[config.mk]
export PLATFORM = sky130hd
export DESIGN_NAME = button_repeat_flat
export DESIGN_NICKNAME = d
export VERILOG_FILES = /design/src/rtl/button_repeat_if.sv /design/src/rtl/button_repeat.sv /design/src/flat_wrapper.sv
export SDC_FILE = /design/constraint.sdc
export NUM_CORES = 1
export LEC_CHECK = 0
export ABC_AREA = 0
export BUFFER_PORTS_ARGS = -buffer_cell sky130_fd_sc_hd__buf_4
export CAP_MARGIN = 20
export CELL_PAD_IN_SITES_DETAIL_PLACEMENT = 0
export CELL_PAD_IN_SITES_GLOBAL_PLACEMENT = 1
export CORE_MARGIN = 5
export CORE_UTILIZATION = 43
export DETAILED_ROUTE_END_ITERATION = 12
export PLACE_DENSITY = 0.75
export SYNTH_ARGS = -nofsm -noshare
export SYNTH_HDL_FRONTEND = slang
export SYNTH_SLANG_ARGS = --single-unit
[constraint.sdc]
create_clock -name clk -period 2.2 [get_ports clk]
set_clock_uncertainty 0.15 [all_clocks]
set_input_delay 0.33 -clock clk [delete_from_list [all_inputs] [get_ports clk]]
set_output_delay 0.33 -clock clk [all_outputs]
set_load 0.1 [all_outputs]
[src/rtl/button_repeat_if.sv]
// Button event bundle: tick strobe and debounced level in, registered press/repeat/release/step/held out.
// repeat/release are SV keywords, so those pulses carry a _pulse suffix.
interface button_repeat_if;
  logic clk_en;
  logic level;
  logic press;
  logic repeat_pulse;
  logic release_pulse;
  logic step;
  logic held;

  modport master (
    output clk_en, level,
    input  press, repeat_pulse, release_pulse, step, held
  );

  modport slave (
    input  clk_en, level,
    output press, repeat_pulse, release_pulse, step, held
  );
endinterface

[src/rtl/button_repeat.sv]
// Press/auto-repeat/release pulse generator for one debounced button, timed in clk_en ticks.
// Latency: 1 clk from the sampling tick to every output. No backpressure; pulses last one clk.
module button_repeat #(
  parameter int DELAY_TICKS = 32,
  parameter int RATE_TICKS  = 8,
  parameter int CNT_W       = 8,
  parameter bit REPEAT_EN   = 1'b1
) (
  input  logic           clk,
  input  logic           reset_n,
  button_repeat_if.slave bus
);

  typedef enum logic [1:0] {
    S_IDLE   = 2'd0,
    S_DELAY  = 2'd1,
    S_REPEAT = 2'd2
  } state_t;

  localparam logic [CNT_W-1:0] DLY_LAST  = CNT_W'(DELAY_TICKS - 1);
  localparam logic [CNT_W-1:0] RATE_LAST = CNT_W'(RATE_TICKS - 1);

  state_t           state_q, state_d;
  logic [CNT_W-1:0] cnt_q, cnt_d;
  logic             press_d, rpt_d, rls_d, held_d;
  logic             press_q, rpt_q, rls_q, step_q, held_q;

  always_comb begin
    state_d = state_q;
    cnt_d   = cnt_q;
    press_d = 1'b0;
    rpt_d   = 1'b0;
    rls_d   = 1'b0;
    if (bus.clk_en) begin
      case (state_q)
        S_IDLE: begin
          if (bus.level) begin
            press_d = 1'b1;
            cnt_d   = '0;
            state_d = S_DELAY;
          end
        end
        S_DELAY: begin
          if (!bus.level) begin
            rls_d   = 1'b1;
            state_d = S_IDLE;
          end else if (cnt_q == DLY_LAST) begin
            // Without auto-repeat the counter parks at its last value.
            if (REPEAT_EN) begin
              rpt_d   = 1'b1;
              cnt_d   = '0;
              state_d = S_REPEAT;
            end
          end else begin
            cnt_d = cnt_q + CNT_W'(1);
          end
        end
        S_REPEAT: begin
          // Release wins over a repeat falling due on the same tick.
          if (!bus.level) begin
            rls_d   = 1'b1;
            state_d = S_IDLE;
          end else if (cnt_q == RATE_LAST) begin
            rpt_d = 1'b1;
            cnt_d = '0;
          end else begin
            cnt_d = cnt_q + CNT_W'(1);
          end
        end
        default: state_d = S_IDLE;
      endcase
    end
    // held covers the press cycle through the release cycle inclusive.
    held_d = (state_d != S_IDLE) || rls_d;
  end

  always_ff @(posedge clk or negedge reset_n) begin
    if (!reset_n) begin
      state_q <= S_IDLE;
      cnt_q   <= '0;
      press_q <= 1'b0;
      rpt_q   <= 1'b0;
      rls_q   <= 1'b0;
      step_q  <= 1'b0;
      held_q  <= 1'b0;
    end else begin
      state_q <= state_d;
      cnt_q   <= cnt_d;
      press_q <= press_d;
      rpt_q   <= rpt_d;
      rls_q   <= rls_d;
      step_q  <= press_d | rpt_d;
      held_q  <= held_d;
    end
  end

  assign bus.press         = press_q;
  assign bus.repeat_pulse  = rpt_q;
  assign bus.release_pulse = rls_q;
  assign bus.step          = step_q;
  assign bus.held          = held_q;

endmodule

[src/flat_wrapper.sv]
// flat-port wrapper written by rule: the top's interface ports become plain ports
module button_repeat_flat 
#(
  parameter int DELAY_TICKS = 32,
  parameter int RATE_TICKS  = 8,
  parameter int CNT_W       = 8,
  parameter bit REPEAT_EN   = 1'b1
)
  (clk, reset_n, bus_clk_en, bus_level, bus_press, bus_repeat_pulse, bus_release_pulse, bus_step, bus_held);
  button_repeat_if bus_i ();
  input  logic clk;
  input  logic reset_n;
  input wire logic [$bits(bus_i.clk_en)-1:0] bus_clk_en;
  input wire logic [$bits(bus_i.level)-1:0] bus_level;
  output wire logic [$bits(bus_i.press)-1:0] bus_press;
  output wire logic [$bits(bus_i.repeat_pulse)-1:0] bus_repeat_pulse;
  output wire logic [$bits(bus_i.release_pulse)-1:0] bus_release_pulse;
  output wire logic [$bits(bus_i.step)-1:0] bus_step;
  output wire logic [$bits(bus_i.held)-1:0] bus_held;
  assign bus_i.clk_en = bus_clk_en;
  assign bus_i.level = bus_level;
  assign bus_press = bus_i.press;
  assign bus_repeat_pulse = bus_i.repeat_pulse;
  assign bus_release_pulse = bus_i.release_pulse;
  assign bus_step = bus_i.step;
  assign bus_held = bus_i.held;
  button_repeat #(.DELAY_TICKS(DELAY_TICKS), .RATE_TICKS(RATE_TICKS), .CNT_W(CNT_W), .REPEAT_EN(REPEAT_EN)) u_core (.clk(clk), .reset_n(reset_n), .bus(bus_i));
endmodule
==> flow_summary.html <==
<table>
<tr><th>Metric</th><th>Value</th></tr>
<tr><th colspan="2">Logic synthesis</th></tr>
<tr><td>Cell taking the most area after synthesis</td><td>dfrtp_1</td></tr>
<tr><td>Number of library cell types mapped by synthesis</td><td>33</td></tr>
<tr><td>Number of synthesis warnings</td><td>0</td></tr>
<tr><td>Post-synthesis area per instance</td><td>9.44 um2</td></tr>
<tr><td>Sequential fraction of the synthesis area</td><td>41.0%</td></tr>
<tr><td>Synth top area share</td><td>41.0%</td></tr>
<tr><td>Cell area after synthesis</td><td>916 um2</td></tr>
<tr><td>Number of cells produced by synthesis</td><td>97</td></tr>
<tr><td>Yosys reg bits</td><td>15</td></tr>
<tr><td>Area contributors post-synth</td><td>dfrtp_1 41%, ha_1 6.8%, nand3_1 4.9%</td></tr>
<tr><td>Net count of the mapped netlist</td><td>106</td></tr>
<tr><th colspan="2">STA</th></tr>
<tr><td>Sum of negative setup slack</td><td>0 ns</td></tr>
<tr><td>Final setup violation count</td><td>0</td></tr>
<tr><td>Slew @ Worst Pin</td><td>0.356 ns</td></tr>
<tr><td>Part of the cycle the worst path needs</td><td>93.2%</td></tr>
<tr><td>Final Hold Viols</td><td>0</td></tr>
<tr><td>Peak Freq</td><td>0.488 GHz</td></tr>
<tr><td>Max-slew violation total from the final report</td><td>0</td></tr>
<tr><td>Relative slew slack</td><td>76.2%</td></tr>
<tr><td>Setup repair after global routing missed its margin</td><td>no</td></tr>
<tr><td>Post-route minimum period</td><td>2.05 ns</td></tr>
<tr><th colspan="2">Die</th></tr>
<tr><td>Number of top-level design ports</td><td>9</td></tr>
<tr><td>Vertical extent of the die</td><td>56.2 um</td></tr>
<tr><td>Row count</td><td>16</td></tr>
<tr><td>DIE AREA</td><td>0.00315 mm2</td></tr>
<tr><td>Horiz. Die Dim</td><td>56.2 um</td></tr>
<tr><td>Initial Utilization</td><td>45.7%</td></tr>
<tr><td>Core ar.</td><td>0.00200 mm2</td></tr>
<tr><th colspan="2">Worst setup path</th></tr>
<tr><td>Slack of the worst reg-to-reg path</td><td>0.15 ns</td></tr>
<tr><td>Crit Path Class</td><td>register to register</td></tr>
<tr><td>Element type at the critical path end</td><td>register</td></tr>
<tr><td>Path depth of the worst reg2reg path</td><td>6</td></tr>
<tr><td>Req. time, crit path</td><td>2.23 ns</td></tr>
<tr><td>Reg-to-reg startpoint</td><td>u_core.state_q[0]</td></tr>
<tr><td>Critical path peak fanout</td><td>8</td></tr>
<tr><td>Data arrival time of the critical path</td><td>2.08 ns</td></tr>
<tr><td>Launch point of the worst path</td><td>u_core.state_q[0]</td></tr>
<tr><td>RR Endpoint</td><td>u_core.cnt_q[6]</td></tr>
<tr><td>Destination of the critical timing path</td><td>u_core.cnt_q[6]</td></tr>
<tr><td>Startpoint kind of the worst setup timing path</td><td>register</td></tr>
<tr><th colspan="2">Final layout</th></tr>
<tr><td>Layout cell share with drive strength beyond 1</td><td>19.4%</td></tr>
<tr><td>Count of antenna diodes in the layout</td><td>0</td></tr>
<tr><td>Final Net Count</td><td>118</td></tr>
<tr><td>Synth-to-layout area growth</td><td>12.2%</td></tr>
<tr><td>Most common library cell in the layout ignoring fill and taps</td><td>dfrtp_1</td></tr>
<tr><td>Most used cells in the layout excluding fill and tap cells</td><td>15 x dfrtp_1, 11 x nand2_1, 10 x buf_4, 9 x nand3_1, 8 x nor2_1</td></tr>
<tr><th colspan="2">Global routing</th></tr>
<tr><td>Maximum number of pins on one net before global-route repair</td><td>16</td></tr>
<tr><td>First-pass GRT wire length</td><td>3.40 mm</td></tr>
<tr><td>Antenna violations before repair</td><td>0</td></tr>
<tr><td>Total congestion overflow</td><td>0</td></tr>
<tr><td>Number of global-route vias before repair</td><td>757</td></tr>
<tr><td>Global-route usage over all layers</td><td>13.8%</td></tr>
<tr><th colspan="2">Clocking</th></tr>
<tr><td>CTS root buf</td><td>clkbuf_4</td></tr>
<tr><td>H-tree levels</td><td>1</td></tr>
<tr><td>Post-CTS Hold Buffers</td><td>1</td></tr>
<tr><td>Post-CTS repair timing setup buffer count</td><td>0</td></tr>
<tr><td>Maximum count of clock buffers along a single path</td><td>2</td></tr>
<tr><td>Clock transition at the registers of the reported paths</td><td>0.08 ns</td></tr>
<tr><td>Clock tree from TritonCTS</td><td>built</td></tr>
<tr><td>Clock network latency to the later pin of the worst-skew pair</td><td>0.28 ns</td></tr>
<tr><td>Number of clock buffers inserted by TritonCTS</td><td>3</td></tr>
<tr><td>TritonCTS Sinks</td><td>15</td></tr>
<tr><td>Quantity of gates resized following cts</td><td>0</td></tr>
<tr><th colspan="2">Power</th></tr>
<tr><td>Peak ir drop on the vdd network</td><td>0.566 mV</td></tr>
<tr><td>Total power</td><td>1.11 mW</td></tr>
<tr><td>Leakage Power</td><td>0.453 nW</td></tr>
<tr><td>Pwr dens</td><td>1080 mW/mm2</td></tr>
<tr><th colspan="2">Routing</th></tr>
<tr><td>Met2 WL</td><td>844 um</td></tr>
<tr><td>Highest routing layer actually used</td><td>met4</td></tr>
<tr><td>Drt first pass iters</td><td>4</td></tr>
<tr><td>Via count of the routed design</td><td>740</td></tr>
<tr><td>Number of vias per cell after detailed routing</td><td>5.48</td></tr>
<tr><td>Violation count after the first detailed-route iteration</td><td>10</td></tr>
<tr><td>Drt drc</td><td>0</td></tr>
<tr><td>Routed wire length</td><td>1.90 mm</td></tr>
<tr><td>Avg WL per Cell</td><td>14.1 um</td></tr>
<tr><td>Antenna-violating nets left</td><td>0</td></tr>
<tr><td>Sum of routed wire segments on met1</td><td>944 um</td></tr>
<tr><td>Routed length on met3</td><td>100 um</td></tr>
<tr><th colspan="2">Place</th></tr>
<tr><td>Post-detailed-placement half-perimeter wirelength</td><td>1.42 mm</td></tr>
<tr><td>Port Buf Inserts</td><td>8</td></tr>
<tr><td>Global placement routability congestion</td><td>0.817</td></tr>
<tr><th colspan="2">Hold path</th></tr>
<tr><td>Type of the worst min-delay path</td><td>primary input to register</td></tr>
<tr><th colspan="2">Run status</th></tr>
<tr><td>Run status</td><td>finished clean</td></tr>
<tr><th colspan="2">Run</th></tr>
<tr><td>Reported max-cap violation count</td><td>0</td></tr>
</table>
[flip-flops by register name, summed over array words and instances (netlist names)]
| register | cells |
|---|---|
| u_core.bus.held | 1 |
| u_core.state_q | 2 |
| u_core.bus.repeat_pulse | 1 |
| u_core.bus.press | 1 |
| u_core.bus.step | 1 |
| u_core.bus.release_pulse | 1 |
| u_core.cnt_q | 8 |
[routing by layer]
metal / track usage, % / vias up
met3: 5.10 / 2
met1: 18.3 / 343
met5: 0 / -
met4: 2.03 / 0
li1: - / 377
met2: 21.9 / 18
[synthesized netlist by cell type]
cell	count
inv_1	6
nand4_1	3
o22ai_1	2
o21ai_0	5
ha_1	5
or3_1	2
o311ai_1	1
mux2i_1	1
and4bb_4	1
clkbuf_1	1
buf_4	1
a22o_2	1
nor3_1	4
a211o_1	1
a31oi_2	1
dfrtp_1	15
nand2_1	11
nor2_1	8
a41oi_4	1
o311ai_2	1
nor3b_1	2
a22oi_1	2
and3b_1	1
a21oi_1	1
a31o_1	1
a31oi_1	2
nand3_1	9
buf_6	2
and3_2	1
or2b_1	1
or2_2	2
o31ai_1	1
and3_1	1
[power by group]
| part | internal (mW) | leakage (nW) | total, mW | switching, mW |
|---|---|---|---|---|
| clock network | 0.0703 | 0.0150 | 0.153 | 0.0825 |
| registers | 0.337 | 0.198 | 0.407 | 0.0700 |
| logic | 0.181 | 0.240 | 0.547 | 0.366 |
| total | 0.589 | 0.453 | 1.11 | 0.519 |
[layout make-up]
type	count	area [um2]
clock buffers	4	26.3
fillers	210	975
inverters	6	22.5
multi-input cells	72	484
flip-flops and latches	15	375
well taps	27	33.8
repair buffers	11	85.1
[cells by family after synthesis]
| group | Yosys count | synth area share (%) |
|---|---|---|
| flip-flops | 15 | 41.0 |
| multiplexers | 1 | 1.09 |
| AND/OR/NAND/NOR | 46 | 26.4 |
| adder cells (fa/ha/maj) | 5 | 6.83 |
| AO/OA/AOI/OAI | 20 | 18.6 |
| buffers and inverters | 10 | 6.15 |
[critical path: stages, from the launching register on]
cell and delay [ns]:
dfrtp_1 0.41, inv_1 0.12, ha_1 0.32, nor2_1 0.11, a41oi_4 0.33, nand3_1 0.20, o311ai_1 0.31
[how the worst min path moves through the flow]
stage                          from                       end  slack, ns  depth (start not counted)
after global placement      reset_n          u_core.bus.press       0.04                          1
after detailed placement    reset_n  u_core.bus.release_pulse       0.04                          1
final                     bus_level  u_core.bus.release_pulse       0.15                          2
after CTS                 bus_level  u_core.bus.release_pulse       0.14                          2
after floorplan             reset_n           u_core.bus.held      -0.12                          0
after global routing      bus_level  u_core.bus.release_pulse       0.15                          2
[metrics by stage]
step	util, %	setup WS, ns	cells	cell area (um2)	hold slack, ns
after floorplan	-	0.246	97	916	-0.116
after global placement	49.5	0.191	130	991	0.0449
after detailed placement	49.5	0.155	130	991	0.0443
after CTS	51.3	0.142	135	1030	0.140
after global routing	51.3	0.0447	135	1030	0.149
final	51.3	0.149	135	1030	0.147
Note: power is estimated with default switching activity, not from simulation.
